--- config.mk ---
export PLATFORM = sky130hd
export DESIGN_NAME = mem_port_arbiter
export DESIGN_NICKNAME = d
export VERILOG_FILES = /design/src/rtl/mem_port_arbiter.sv
export SDC_FILE = /design/constraint.sdc
export NUM_CORES = 1
export LEC_CHECK = 0
export BUFFER_PORTS_ARGS = -buffer_cell sky130_fd_sc_hd__buf_2
export CAP_MARGIN = 20
export CORE_AREA = 2 2 122 124
export CTS_CLUSTER_DIAMETER = 30
export DETAILED_ROUTE_END_ITERATION = 8
export DIE_AREA = 0 0 124 126
export GPL_TIMING_DRIVEN = 0
export MAX_ROUTING_LAYER = met4
export PLACE_DENSITY_LB_ADDON = 0.2
export SYNTH_ARGS = -nofsm -noshare
export SYNTH_HDL_FRONTEND = slang
export SYNTH_SLANG_ARGS = --single-unit
export TNS_END_PERCENT = 30
--- constraint.sdc ---
create_clock -name clk_i -period 2 [get_ports clk_i]
set_clock_uncertainty 0.15 [all_clocks]
set_input_delay 0.3 -clock clk_i [delete_from_list [all_inputs] [get_ports clk_i]]
set_output_delay 0.3 -clock clk_i [all_outputs]
set_load 0.02 [all_outputs]
--- src/rtl/mem_port_arbiter.sv ---
// Arbitrates the unified program/data memory port between loader (ld), data (dm) and fetch (if).
// Optional macro ARB_RR_EN: round-robin dm/if instead of fixed priority with fetch anti-starvation.
module mem_port_arbiter #(
  parameter int unsigned ADDR_W      = 32,
  parameter int unsigned DATA_W      = 32,
  parameter int unsigned MEM_LATENCY = 1,
  parameter int unsigned STARVE_MAX  = 4
) (
  input  logic              clk_i,
  input  logic              rst_i,

  input  logic              ld_req_i,
  input  logic              ld_we_i,
  input  logic [ADDR_W-1:0] ld_addr_i,
  input  logic [DATA_W-1:0] ld_wdata_i,
  input  logic [3:0]        ld_wstrb_i,

  input  logic              dm_req_i,
  input  logic              dm_we_i,
  input  logic [ADDR_W-1:0] dm_addr_i,
  input  logic [DATA_W-1:0] dm_wdata_i,
  input  logic [3:0]        dm_wstrb_i,

  input  logic              if_req_i,
  input  logic [ADDR_W-1:0] if_addr_i,

  input  logic [DATA_W-1:0] mem_rdata_i,

  output logic              ld_gnt_o,
  output logic              dm_gnt_o,
  output logic              if_gnt_o,
  output logic              ld_rvalid_o,
  output logic              dm_rvalid_o,
  output logic              if_rvalid_o,
  output logic [DATA_W-1:0] rdata_o,

  output logic              mem_en_o,
  output logic [3:0]        mem_we_o,
  output logic [ADDR_W-1:0] mem_addr_o,
  output logic [DATA_W-1:0] mem_wdata_o,
  output logic              busy_o
);

  localparam int unsigned STRB_W = 4;

  typedef enum logic [1:0] {
    OWN_LD = 2'd0,
    OWN_DM = 2'd1,
    OWN_IF = 2'd2
  } owner_e;

  logic if_beats_dm;
  logic rd_issue;
  owner_e rd_owner;

  logic [MEM_LATENCY-1:0] vld_q, vld_d;
  owner_e own_q [MEM_LATENCY];
  owner_e own_d [MEM_LATENCY];

`ifdef ARB_RR_EN
  typedef enum logic {
    PTR_DM = 1'b0,
    PTR_IF = 1'b1
  } ptr_e;

  ptr_e ptr_q, ptr_d;

  assign if_beats_dm = (ptr_q == PTR_IF);

  // Pointer moves to the port that did not just win.
  always_comb begin
    ptr_d = ptr_q;
    if (dm_gnt_o) begin
      ptr_d = PTR_IF;
    end else if (if_gnt_o) begin
      ptr_d = PTR_DM;
    end
  end
`else
  localparam int unsigned CNT_W = $clog2(STARVE_MAX + 1);

  logic [CNT_W-1:0] starve_q, starve_d;

  assign if_beats_dm = (starve_q == CNT_W'(STARVE_MAX));

  // Counts consecutive denied fetch cycles, saturating.
  always_comb begin
    starve_d = starve_q;
    if (!if_req_i || if_gnt_o) begin
      starve_d = '0;
    end else if (starve_q != CNT_W'(STARVE_MAX)) begin
      starve_d = starve_q + CNT_W'(1);
    end
  end
`endif

  // Winner select and memory command mux; nothing issues while in reset.
  always_comb begin
    ld_gnt_o    = 1'b0;
    dm_gnt_o    = 1'b0;
    if_gnt_o    = 1'b0;
    mem_en_o    = 1'b0;
    mem_we_o    = STRB_W'(0);
    mem_addr_o  = '0;
    mem_wdata_o = '0;
    rd_issue    = 1'b0;
    rd_owner    = OWN_LD;
    if (!rst_i) begin
      if (ld_req_i) begin
        ld_gnt_o    = 1'b1;
        mem_en_o    = 1'b1;
        mem_addr_o  = ld_addr_i & ~ADDR_W'(3);
        mem_wdata_o = ld_wdata_i;
        mem_we_o    = ld_we_i ? ld_wstrb_i : STRB_W'(0);
        rd_issue    = !ld_we_i;
        rd_owner    = OWN_LD;
      end else if (dm_req_i && !(if_req_i && if_beats_dm)) begin
        dm_gnt_o    = 1'b1;
        mem_en_o    = 1'b1;
        mem_addr_o  = dm_addr_i & ~ADDR_W'(3);
        mem_wdata_o = dm_wdata_i;
        mem_we_o    = dm_we_i ? dm_wstrb_i : STRB_W'(0);
        rd_issue    = !dm_we_i;
        rd_owner    = OWN_DM;
      end else if (if_req_i) begin
        if_gnt_o    = 1'b1;
        mem_en_o    = 1'b1;
        mem_addr_o  = if_addr_i & ~ADDR_W'(3);
        rd_issue    = 1'b1;
        rd_owner    = OWN_IF;
      end
    end
  end

  // Read-owner shift pipeline matching the memory latency.
  always_comb begin
    vld_d    = '0;
    vld_d[0] = rd_issue;
    own_d[0] = rd_owner;
    for (int unsigned i = 1; i < MEM_LATENCY; i++) begin
      vld_d[i] = vld_q[i-1];
      own_d[i] = own_q[i-1];
    end
  end

  always_ff @(posedge clk_i) begin
    if (rst_i) begin
      vld_q <= '0;
      for (int unsigned i = 0; i < MEM_LATENCY; i++) begin
        own_q[i] <= OWN_LD;
      end
`ifdef ARB_RR_EN
      ptr_q <= PTR_DM;
`else
      starve_q <= '0;
`endif
    end else begin
      vld_q <= vld_d;
      own_q <= own_d;
`ifdef ARB_RR_EN
      ptr_q <= ptr_d;
`else
      starve_q <= starve_d;
`endif
    end
  end

  // Responses are masked while reset is held so nothing leaks out mid-reset.
  assign ld_rvalid_o = !rst_i && vld_q[MEM_LATENCY-1] && (own_q[MEM_LATENCY-1] == OWN_LD);
  assign dm_rvalid_o = !rst_i && vld_q[MEM_LATENCY-1] && (own_q[MEM_LATENCY-1] == OWN_DM);
  assign if_rvalid_o = !rst_i && vld_q[MEM_LATENCY-1] && (own_q[MEM_LATENCY-1] == OWN_IF);
  assign busy_o      = !rst_i && (|vld_q);
  assign rdata_o     = mem_rdata_i;

endmodule

==> key figures, run 1 <==
Run status
  • Outcome: complete, but fails checks
  • Failing checks: negative setup slack

Synth
  • Mux contribution to synthesized area: 0.00650
  • Simple-gate portion of the synthesized area: 0.194
  • Post-Syn Area: ~1500 sq um
  • Seq/Total Area, Yosys: 0.0780
  • Mean Syn Cell Area: roughly 8.3 sq um
  • Count leader, synth: buf_4
  • Post-synthesis compound-gate area fraction: 0.431
  • Synth Flop Type: dfxtp_1
  • Asr flop ratio synth: 0
  • Synthesized flop and latch total: 6
  • Yosys cell types: 28
  • Post-Synth XOR/XNOR Area: 0.00569
  • Largest area contributor in the netlist: a221o_1
  • Cell count after synthesis: 186
  • Synth Area in Adders: 0.0162
  • Number of flops mapped to enable cells by yosys: 0
  • Synth top cells by count: 36 x buf_4, 32 x a22o_1, 31 x a221o_1, 27 x and2_1
  • Largest family of logic cells by synthesized area: compound AO/OA/AOI/OAI gates
  • Synth warn: 0
  • Top area cells in the synthesized netlist: a221o_1 20%, a22o_1 18%, buf_4 18%, and2_1 11%, dfxtp_1 7.8%
  • Share of the synthesized area in the top cell type: 0.201

Job
  • Max-cap viol count: 0

Finish
  • NumNets Final: 680
  • Layout area overhead: 128%
  • Share of cells above drive strength 1: 0.736
  • Fin cells: about 660

Clock network
  • CTS tree: yes
  • Hold Buf Count CTS: 0
  • Clock buffer count from CTS: 3
  • CTS Buffer Depth: 2
  • Clock Sinks: 6
  • Clock Latency Late Sink: between 200 and 250 ps
  • Clock transition at path regs: 40 ps
  • H-tree lvl count: 1
  • Clock tree root buffer cell: clkbuf_16

Worst setup path
  • Crit-path max FO: 10
  • Critical path's top delay family: buffers and inverters
  • CP arrival: approximately 1800 ps
  • Reg2Reg Setup Slack: 380 ps
  • Reg2reg path depth: 6
  • Crit Path Class: reg -> out
  • Slowest stage delay, CP: roughly 320 ps
  • Crit path buf inv count: 4
  • Crit-path most repeated cell: buf_12
  • R2r endpoint: vld_q
  • CP startpoint: starve_q[0]
  • R2r startpoint: starve_q[0]
  • CP cell instances: inv_2, ha_4, nand3_2, and3_4, buf_12, buf_12, a22o_4, buf_6
  • Critical Path RT: 1550 ps
  • WP depth: 8
  • Worst-path cell with the longest stage delay: dfxtp_2
  • CP Capture Type: output port
  • Worst setup SP type: flop

Drt
  • DR pass1 iterations: 4
  • Vias: 2,588
  • Initial DRC Count: 35
  • Routed wire per std cell: between 10 and 15 um
  • Vias per cell: just under 4
  • Final routed DRC violation total: 0
  • Routed Antenna Nets: 0
  • Post-Route WL: between 9000 and 10,000 um

Global routing
  • Vias in the first global route: 2,474
  • Total grt overflow: 0
  • GRT met2 Usage: 0.203
  • Gr usage total: 0.105
  • Met1 Use GR: 0.109
  • GRT busiest layer: met2
  • GRT met3 Usage: 0.0159
  • Initial antenna violation count: 2
  • First-pass GRT wire length: about 12,000 um
  • Largest net degree at the start of global routing: 11

Power
  • Logic pwr share: 0.628
  • Sequential share of power: 0.105
  • Int Power: ~0.77 mW
  • PwrDens: ~350 nW/um^2
  • Sw frac: 0.368
  • Worst VDD drop: roughly 0.0002 V
  • LEAKAGE: 2.00 nW
  • Total power: 1.23 mW
  • Sw Pwr: between 0.4 and 0.5 mW
  • Clock Power Share: 0.267

Hold path
  • Min-delay worst type: in -> reg
  • Worst Hold End: own_q[1]
  • Worst hold stages: 2
  • Hold Crit Start: ld_req_i

Timing
  • Fin. Hold Viols: 0
  • Final Max Slew Viols: 0
  • Peak Freq: 0.447 GHz
  • Setup slack after layout: -239 ps
  • RSZ-0062 raised after global routing: yes
  • Fin crit period: 2240 ps
  • Final worst path period share: 1.12
  • Finish-stage setup viols: 66

Placed design
  • Cells after DPL: 645
  • Port Buf Inserts: 274
  • Placement Setup Slack: -406 ps
  • DP HPWL: 7870 um
  • GPL Wtd Cong: roughly 0.73

Floorplanning
  • Die Y: 126 um
  • Initial core utilization: 0.108
  • Die width: between 100 and 150 um
  • I/O pin count: around 320
  • Core area: between 10,000 and 15,000 sq um
  • Row count: 44
  • Die ar.: 15,600 sq um
==> placed cells by master (no fill, tap or decap), drive strengths merged, types with 4 or more instances in the layout <==
cell	n
buf	329
a22o	32
a221o	31
and2	31
dfxtp	6
nor3	5
inv	5
clkbuf	5
a32o	4
==> state kept, by name, indices dropped and copies added (netlist names) <==
signal / flops
starve_q: 3
vld_q: 1
own_q: 2
==> through the flow <==
stage	hold WS [ps]	setup TNS, ps	area, sq um	util
2_1_floorplan	223	0	1550	-
3_3_place_gp	387	-18200	3150	0.220
3_5_place_dp	390	-18630	3150	0.220
4_1_cts	185	-13090	3410	0.238
5_1_grt	194	-15950	3520	0.246
6_report	192	-11770	3520	0.246
==> power by group through the flow <==
| stage | clock network (mW) | logic (mW) | registers, mW |
|---|---|---|---|
| after global routing | 0.340 | 0.832 | 0.129 |
| after CTS | 0.334 | 0.756 | 0.128 |
| after global placement | 0 | 0.710 | 0.130 |
| after floorplan | 0 | 0.389 | 0.130 |
| after detailed placement | 0 | 0.712 | 0.130 |
| final | 0.327 | 0.769 | 0.129 |
==> worst max-delay path by stage <==
stage	end	slack, ps
6_report	mem_wdata_o[3]	-240
5_1_grt	mem_wdata_o[3]	-280
4_1_cts	mem_wdata_o[3]	-260
3_5_place_dp	mem_wdata_o[3]	-410
3_3_place_gp	mem_wdata_o[3]	-390
2_1_floorplan	mem_addr_o[16]	50
==> repair_timing <==
action                                 4_1_cts  5_1_grt
endpoints found under the hold margin        0        0
pin swaps                                    8       14
setup buffers                                5        0
gates cloned                                 1        0
setup endpoints to repair                   69       69
gates resized for setup                     40       31
==> metal layers <==
metal | routed length, um | part of all wire | vias up
li1 | - | - | 1258
met1 | 3340 | 0.36 | 1142
met2 | 4760 | 0.52 | 182
met3 | 978 | 0.11 | 6
met4 | 151 | 0.016 | 0
met5 | 0 | 0 | -
==> final cells by class <==
class / instances / area (sq um)
fillers: 1611 / 10800
repair buffers: 280 / 1570
multi-input cells: 124 / 1060
plain buffers: 51 / 437
well taps: 184 / 230
flip-flops and latches: 6 / 123
clock buffers: 3 / 75.1
inverters: 5 / 18.8
diodes: 2 / 5.00
==> cell families after synthesis <==
family          Yosys count
buf+inv                  57
flops                     6
simple gates             48
other cells               1
xor+xnor                  1
mux                       1
fa+ha+maj                 2
compound gates           70
Note: power is estimated with default switching activity, not from simulation.
==> run 2: changes to the inputs <==
--- a/config.mk
+++ b/config.mk
@@ -5,12 +5,13 @@
 export SDC_FILE = /design/constraint.sdc
 export NUM_CORES = 1
 export LEC_CHECK = 0
+export ABC_AREA = 1
 export BUFFER_PORTS_ARGS = -buffer_cell sky130_fd_sc_hd__buf_2
 export CAP_MARGIN = 20
-export CORE_AREA = 2 2 122 124
+export CORE_AREA = 2 2 121 123
 export CTS_CLUSTER_DIAMETER = 30
 export DETAILED_ROUTE_END_ITERATION = 8
-export DIE_AREA = 0 0 124 126
+export DIE_AREA = 0 0 123 125
 export GPL_TIMING_DRIVEN = 0
 export MAX_ROUTING_LAYER = met4
 export PLACE_DENSITY_LB_ADDON = 0.2
==> run 2 against run 1 <==
  * The flow still finishes with violations (negative setup slack)
  * Combinational power grew 18%
  * Clock-buffer cell count is the same
  * Worst hold slack gained 100 ps
  * First-iteration DRC count grew 140%
  * Synthesized cell count grew 87%
  * Synthesized area grew 24%
  * Critical path type unchanged
  * Non-clock buffer count grew 16
  * Cell area grew 23%
  * Utilization grew 5.9 points
  * Largest power group unchanged
==> key figures, run 2 <==
Drt
  • DR pass1 iterations: 4 (unchanged)
  • Vias: 3,412 (was 2,588)
  • Routed Antenna Nets: 0 (unchanged)
  • Vias per cell: 4.15 (was 3.95)
  • Initial DRC Count: 84 (was 35)
  • Final routed DRC violation total: 0 (unchanged)
  • Routed wire per std cell: 13.7 um (was 14.1 um)
  • Post-Route WL: 11,300 um (was 9230 um)

Finish
  • Fin cells: 823 (was 655)
  • Largest Register: starve_q (unchanged)
  • Filler instances: 1,608 (was 1,611)
  • NumNets Final: 850 (was 680)
  • Layout area overhead: 127% (was 128%)
  • Share of cells above drive strength 1: 0.681 (was 0.736)
  • Regs by FF count: starve_q x3, own_q x2, vld_q x1 (unchanged)
  • Commonest non-fill, non-tap cell in the layout: buf_2 (unchanged)
  • Commonest cells after routing, fill and taps aside: 224 x buf_2, 95 x nand2_1, 58 x buf_4 (was 255 x buf_2, 42 x buf_4, 31 x a221o_1)
  • Largest register FFs: 3 (unchanged)
  • Final Cell Area: 4330 sq um (was 3520 sq um)
  • Antenna Cells: 0 (was 2)
  • Final core utilization: 0.305 (was 0.246)

Placed design
  • DP HPWL: 8730 um (was 7870 um)
  • Post-DP Area: 3500 sq um (was 3150 sq um)
  • Port Buf Inserts: 273 (was 274)
  • Placement Setup Slack: -209 ps (was -406 ps)
  • Cells after DPL: 805 (was 645)
  • GPL Wtd Cong: 0.805 (was 0.727)

Hold path
  • Hold Crit Start: dm_we_i (was ld_req_i)
  • Worst hold stages: 4 (was 2)
  • Worst Hold End: vld_q (was own_q[1])
  • Min-delay worst type: in -> reg (unchanged)

Timing
  • Peak Freq: 0.477 GHz (was 0.447 GHz)
  • Final worst path period share: 1.05 (was 1.12)
  • Finish-stage setup viols: 56 (was 66)
  • Fin crit period: 2100 ps (was 2240 ps)
  • Final Max Slew Viols: 0 (unchanged)
  • Setup slack after layout: -96.6 ps (was -239 ps)
  • RSZ-0062 raised after global routing: yes (unchanged)
  • Setup TNS: -2440 ps (was -11,770 ps)
  • Fin. Hold Viols: 0 (unchanged)

Worst setup path
  • Crit-path max FO: 6 (was 10)
  • Worst setup SP type: flop (unchanged)
  • Reg2Reg Setup Slack: 520 ps (was 380 ps)
  • R2r endpoint: starve_q[0] (was vld_q)
  • CP Capture Type: output port (unchanged)
  • Crit Path Class: reg -> out (unchanged)
  • R2r startpoint: starve_q[0] (unchanged)
  • Reg2reg path depth: 8 (was 6)
  • Critical Path RT: 1550 ps (about the same)
  • CP arrival: 1650 ps (was 1790 ps)

Clock network
  • Clock Sinks: 6 (unchanged)
  • Clock Latency Late Sink: 230 ps (about the same)
  • CTS Buffer Depth: 2 (unchanged)
  • H-tree lvl count: 1 (unchanged)
  • CTS tree: yes (unchanged)
  • Hold Buf Count CTS: 0 (unchanged)
  • Clock buffer count from CTS: 3 (unchanged)
  • Clock tree root buffer cell: clkbuf_16 (unchanged)
  • Clock transition at path regs: 30 ps (was 40 ps)

Synth
  • Synthesized flop and latch total: 6 (unchanged)
  • Cell count after synthesis: 347 (was 186)
  • Count leader, synth: nand2_1 (was buf_4)
  • Mean Syn Cell Area: 5.48 sq um (was 8.28 sq um)
  • Share of the synthesized area in the top cell type: 0.284 (was 0.201)
  • Top area cells in the synthesized netlist: nand2_1 28%, buf_4 16%, nand3_1 14%, nand4_1 9.9%, dfxtp_1 6.3% (was a221o_1 20%, a22o_1 18%, buf_4 18%, and2_1 11%, dfxtp_1 7.8%)
  • Number of flops mapped to enable cells by yosys: 0 (unchanged)
  • Synth top cells by count: 144 x nand2_1, 55 x nand3_1, 40 x buf_4, 30 x nand4_1, 13 x inv_1 (was 36 x buf_4, 32 x a22o_1, 31 x a221o_1, 27 x and2_1)
  • Asr flop ratio synth: 0 (unchanged)
  • Synth Flop Type: dfxtp_1 (unchanged)
  • Seq/Total Area, Yosys: 0.0631 (was 0.0780)
  • Largest area contributor in the netlist: nand2_1 (was a221o_1)
  • Post-Syn Area: 1900 sq um (was 1540 sq um)
  • Synth warn: 0 (unchanged)
  • Yosys cell types: 23 (was 28)

Power
  • PwrDens: 314 nW/um^2 (was 348 nW/um^2)
  • Logic pwr share: 0.669 (was 0.628)
  • Int Power: 0.810 mW (was 0.774 mW)
  • Sw frac: 0.404 (was 0.368)
  • Sw Pwr: 0.549 mW (was 0.451 mW)
  • LEAKAGE: 2.50 nW (was 2.00 nW)
  • Sequential share of power: 0.095 (was 0.105)
  • Worst VDD drop: 0.000219 V (was 0.000203 V)
  • Clock Power Share: 0.236 (was 0.267)

Global routing
  • Largest net degree at the start of global routing: 11 (unchanged)
  • First-pass GRT wire length: 15,500 um (was 12,300 um)
  • Gr usage total: 0.130 (was 0.105)
  • Total grt overflow: 0 (unchanged)
  • Vias in the first global route: 3,221 (was 2,474)
  • Initial antenna violation count: 0 (was 2)

Run status
  • Outcome: complete, but fails checks (unchanged)
  • Failing checks: negative setup slack (unchanged)

Floorplanning
  • Initial core utilization: 0.134 (was 0.108)
  • Core area: 14,200 sq um (was 14,300 sq um)
  • Die width: 123 um (was 124 um)
  • I/O pin count: 315 (unchanged)
  • Row count: 44 (unchanged)
  • Die Y: 125 um (was 126 um)
  • Die ar.: 15,400 sq um (was 15,600 sq um)

Job
  • Max-cap viol count: 0 (unchanged)
## run 2: cell types whose count changed in the layout (fill, tap and decap cells not counted), sizes merged, moves of 4 or more
cell,change
a32o,-4
buf,+12
nand3,+66
a22o,-32
clkbuf,+4
and2,-31
nand2,+146
inv,+10
nor2,+11
nand4,+30
a221o,-31
## run 2: per-layer routing
layer  routed length [um]  up-vias  part of all wire  GRT usage
li1                     -     1688                 -          -
met1                 4260     1536              0.38      0.144
met2                 6070      184              0.54      0.255
met3                  946        4             0.084     0.0114
met4                   38        0            0.0034     0.0140
met5                    0        -                 0          -
## run 2: layout make-up
cell class	count	area, sq um	share of cell area
plain buffers	60	465	0.108
clock buffers	3	75.1	0.0174
inverters	15	56.3	0.0130
multi-input cells	268	1570	0.363
flip-flops and latches	6	123	0.0283
well taps	184	230	0.0532
repair buffers	287	1810	0.417
## run 2: critical path, cell delays in order, from the launching register on
cell	delay [ps]
dfxtp_2	330
inv_2	50
ha_4	170
nand3_4	120
nand2_8	110
nor2_8	200
buf_6	170
nand2_2	60
nand2_2	90
buf_6	120
## run 2: kinds of logic (layout without fill, tap and decap cells)
logic type	Yosys count	after routing	share of synthesized area
flip-flops	6	6	0.0631
other	1	2	0.00197
XOR/XNOR	1	1	0.00460
AO/OA/AOI/OAI	3	3	0.00789
AND/OR/NAND/NOR	259	260	0.655
adder cells (fa/ha/maj)	2	2	0.0131
buffers and inverters	75	365	0.254
## run 2: worst max path at each step
| stage | slack (ps) | endpoint | cells after the start | from |
|---|---|---|---|---|
| after floorplan | 230 | mem_wdata_o[22] | 8 | starve_q[0] |
| after global placement | -120 | mem_addr_o[27] | 7 | starve_q[0] |
| after detailed placement | -210 | mem_addr_o[27] | 7 | starve_q[0] |
| after CTS | -140 | mem_wdata_o[20] | 9 | starve_q[0] |
| after global routing | -170 | mem_wdata_o[4] | 9 | starve_q[0] |
| final | -100 | mem_wdata_o[23] | 9 | starve_q[0] |
## run 2: metrics by stage
stage | power (mW) | hold slack, ps
finish | 1.36 | 297
global route | 1.44 | 356
global placement | 0.879 | 408
CTS | 1.31 | 303
floorplan | 0.538 | 314
detailed placement | 0.882 | 422
## run 2: repair_timing
item | CTS | global route
pin swaps | 12 | 27
gates cloned | 4 | 0
buffers inserted | 7 | 4
endpoints found under the setup margin | 68 | 68
resized for setup | 114 | 84
## run 2: power by group through the flow
stage	sequential (mW)	combinational, mW	clock [mW]
floorplan	0.129	0.409	0
global placement	0.129	0.750	0
detailed placement	0.130	0.752	0
CTS	0.129	0.852	0.328
global route	0.129	0.975	0.338
finish	0.129	0.910	0.321
==> run 3: changes to the inputs <==
--- a/config.mk
+++ b/config.mk
@@ -15,6 +15,7 @@
 export GPL_TIMING_DRIVEN = 0
 export MAX_ROUTING_LAYER = met4
 export PLACE_DENSITY_LB_ADDON = 0.2
+export RECOVER_POWER = 100
 export SYNTH_ARGS = -nofsm -noshare
 export SYNTH_HDL_FRONTEND = slang
 export SYNTH_SLANG_ARGS = --single-unit
==> constraint.sdc (replaced) <==
create_clock -name clk_i -period 1.8 [get_ports clk_i]
set_clock_uncertainty 0.15 [all_clocks]
set_input_delay 0.27 -clock clk_i [delete_from_list [all_inputs] [get_ports clk_i]]
set_output_delay 0.27 -clock clk_i [all_outputs]
set_load 0.02 [all_outputs]
==> run 3 against run 2 <==
  * The flow still finishes with violations (negative setup slack)
  * Sequential cell count unchanged
  * Sequential share of layout area rose by 0.064 points
  * Final cell count did not move
  * Critical path depth is the same
  * Worst setup slack worse by 170 ps
  * Worst hold slack got worse by 30 ps
  * Clock power grew 11%
  * Non-clock buffer count unchanged
  * Die area stayed put
  * Routed wire length is 0.19% lower
  * First-iteration DRC count decreased by 14%
  * Total power up 9.7%
  * Critical endpoint unchanged
==> key figures, run 3 (synthesis results as in run 2) <==
Timing
  • Final worst path period share: 1.15
  • Setup slack after layout: -269 ps (was -96.6 ps)
  • Finish-stage setup viols: 68 (was 56)
  • RSZ-0062 raised after global routing: yes (unchanged)
  • Peak Freq: just under 0.5 GHz
  • Final Max Slew Viols: 0 (unchanged)
  • Fin crit period: 2070 ps
  • Hold WS: 266 ps (was 297 ps)
  • Fin. Hold Viols: 0 (unchanged)

Floorplanning
  • I/O pin count: 315 (unchanged)
  • Initial core utilization: 0.134 (unchanged)
  • Core area: 14,200 sq um (unchanged)
  • Die Y: 125 um (unchanged)
  • Row count: 44 (unchanged)
  • Die width: 123 um (unchanged)
  • Die ar.: 15,400 sq um (unchanged)

Drt
  • Post-Route WL: 11,300 um (about the same)
  • Vias per cell: 4.14 (was 4.15)
  • Routed Antenna Nets: 0 (unchanged)
  • DR pass1 iterations: 4 (unchanged)
  • Routed wire per std cell: 13.7 um (about the same)
  • Initial DRC Count: 72 (was 84)
  • Final routed DRC violation total: 0 (unchanged)
  • Vias: 3,411 (was 3,412)

Clock network
  • Clock buffer count from CTS: 3 (unchanged)
  • Clock tree root buffer cell: clkbuf_16 (unchanged)
  • H-tree lvl count: 1 (unchanged)
  • CTS Buffer Depth: 2 (unchanged)
  • Clock Latency Late Sink: 230 ps (about the same)
  • Clock Sinks: 6 (unchanged)
  • Clock transition at path regs: 30 ps (about the same)
  • CTS tree: yes (unchanged)
  • Hold Buf Count CTS: 0 (unchanged)

Global routing
  • Gr usage total: 0.131 (was 0.130)
  • First-pass GRT wire length: 15,500 um (about the same)
  • Total grt overflow: 0 (unchanged)
  • Vias in the first global route: 3,222 (was 3,221)
  • Initial antenna violation count: 0 (unchanged)
  • Largest net degree at the start of global routing: 11 (unchanged)

Worst setup path
  • Worst setup SP type: flop (unchanged)
  • Slowest stage delay, CP: 330 ps (about the same)
  • CP cell instances: inv_2, ha_4, nand3_4, nand2_8, nor2_8, buf_6, nand2_2, nand2_2, buf_6 (unchanged)
  • Reg2reg path depth: 8 (unchanged)
  • Crit-path max FO: 7 (was 6)
  • Crit Path Class: reg -> out (unchanged)
  • CP arrival: 1650 ps (about the same)
  • Critical Path RT: 1380 ps (was 1550 ps)
  • Worst-path cell with the longest stage delay: dfxtp_2 (unchanged)
  • CP Capture Type: output port (unchanged)

Finish
  • Regs by FF count: starve_q x3, own_q x2, vld_q x1 (unchanged)
  • Commonest cells after routing, fill and taps aside: 189 x buf_2, 95 x nand2_1, 60 x buf_4 (was 224 x buf_2, 95 x nand2_1, 58 x buf_4)
  • Commonest non-fill, non-tap cell in the layout: buf_2 (unchanged)
  • Largest Register: starve_q (unchanged)
  • Share of cells above drive strength 1: 0.617 (was 0.681)
  • Largest register FFs: 3 (unchanged)
  • Fin cells: 823 (unchanged)
  • Layout area overhead: 122% (was 127%)
  • Antenna Cells: 0 (unchanged)
  • Final Cell Area: 4230 sq um (was 4330 sq um)
  • NumNets Final: 850 (unchanged)

Power
  • PwrDens: 352 nW/um^2 (was 314 nW/um^2)
  • Worst VDD drop: 0.000244 V (was 0.000219 V)
  • LEAKAGE: 2.38 nW (was 2.50 nW)

Run status
  • Failing checks: negative setup slack (unchanged)
  • Outcome: complete, but fails checks (unchanged)

Placed design
  • GPL Wtd Cong: 0.805 (unchanged)
  • Cells after DPL: 805 (unchanged)
  • DP HPWL: 8730 um (unchanged)
  • Port Buf Inserts: 273 (unchanged)
  • Post-DP Area: 3500 sq um (unchanged)

Job
  • Max-cap viol count: 0 (unchanged)

Hold path
  • Min-delay worst type: in -> reg (unchanged)
  • Worst hold stages: 4 (unchanged)
[run 3: power by group]
group	switching (mW)	internal, mW
Sequential	0.00306	0.140
Combinational	0.530	0.461
Clock	0.0719	0.285
[run 3: through the flow]
| step | total power, mW | TNS [ps] | util | setup WS, ps |
|---|---|---|---|---|
| after CTS | 1.46 | -16210 | 0.282 | -310 |
| after global routing | 1.58 | -19490 | 0.298 | -337 |
| final | 1.49 | -13860 | 0.298 | -269 |
| after global placement | 0.977 | -12470 | 0.247 | -292 |
| after floorplan | 0.598 | 0 | - | 61.2 |
| after detailed placement | 0.980 | -16100 | 0.247 | -379 |
[run 3: worst max-delay path: cells and delay by family (launching register included)]
kind	cells	cell delay (ps)
simple gates	5	570
fa+ha+maj	1	170
buf+inv	3	340
flops	1	330
[run 3: metal layers]
layer,up-vias,wire [um],track usage,part of all wire
met1,1523,4260,0.144,0.38
li1,1690,-,-,-
met2,194,6000,0.256,0.53
met3,4,993,0.0114,0.088
met4,0,38,0.0140,0.0034
met5,-,0,-,0
[run 3: area by class of cell]
class | instances | area [sq um]
Fill cell | 1630 | 9970
Timing Repair Buffer | 287 | 1760
Clock buffer | 3 | 75.1
Tap cell | 184 | 230
Multi-Input combinational cell | 268 | 1530
Buffer | 60 | 460
Inverter | 15 | 56.3
Sequential cell | 6 | 123
[run 3: path summary, 6_finish.rpt]
check	start	to	slack, ps
hold reg to reg	starve_q[1]	starve_q[1]	430
hold / removal	dm_we_i	vld_q	270
setup / recovery	starve_q[0]	mem_wdata_o[23]	-270
setup reg to reg	starve_q[0]	starve_q[0]	320
[run 3: what timing repair did]
| item | 4_1_cts | 5_1_grt |
|---|---|---|
| setup endpoints to repair | 68 | 68 |
| gates resized for setup | 118 | 73 |
| pin swaps | 12 | 24 |
| gates cloned | 4 | 0 |
| setup buffers | 7 | 4 |
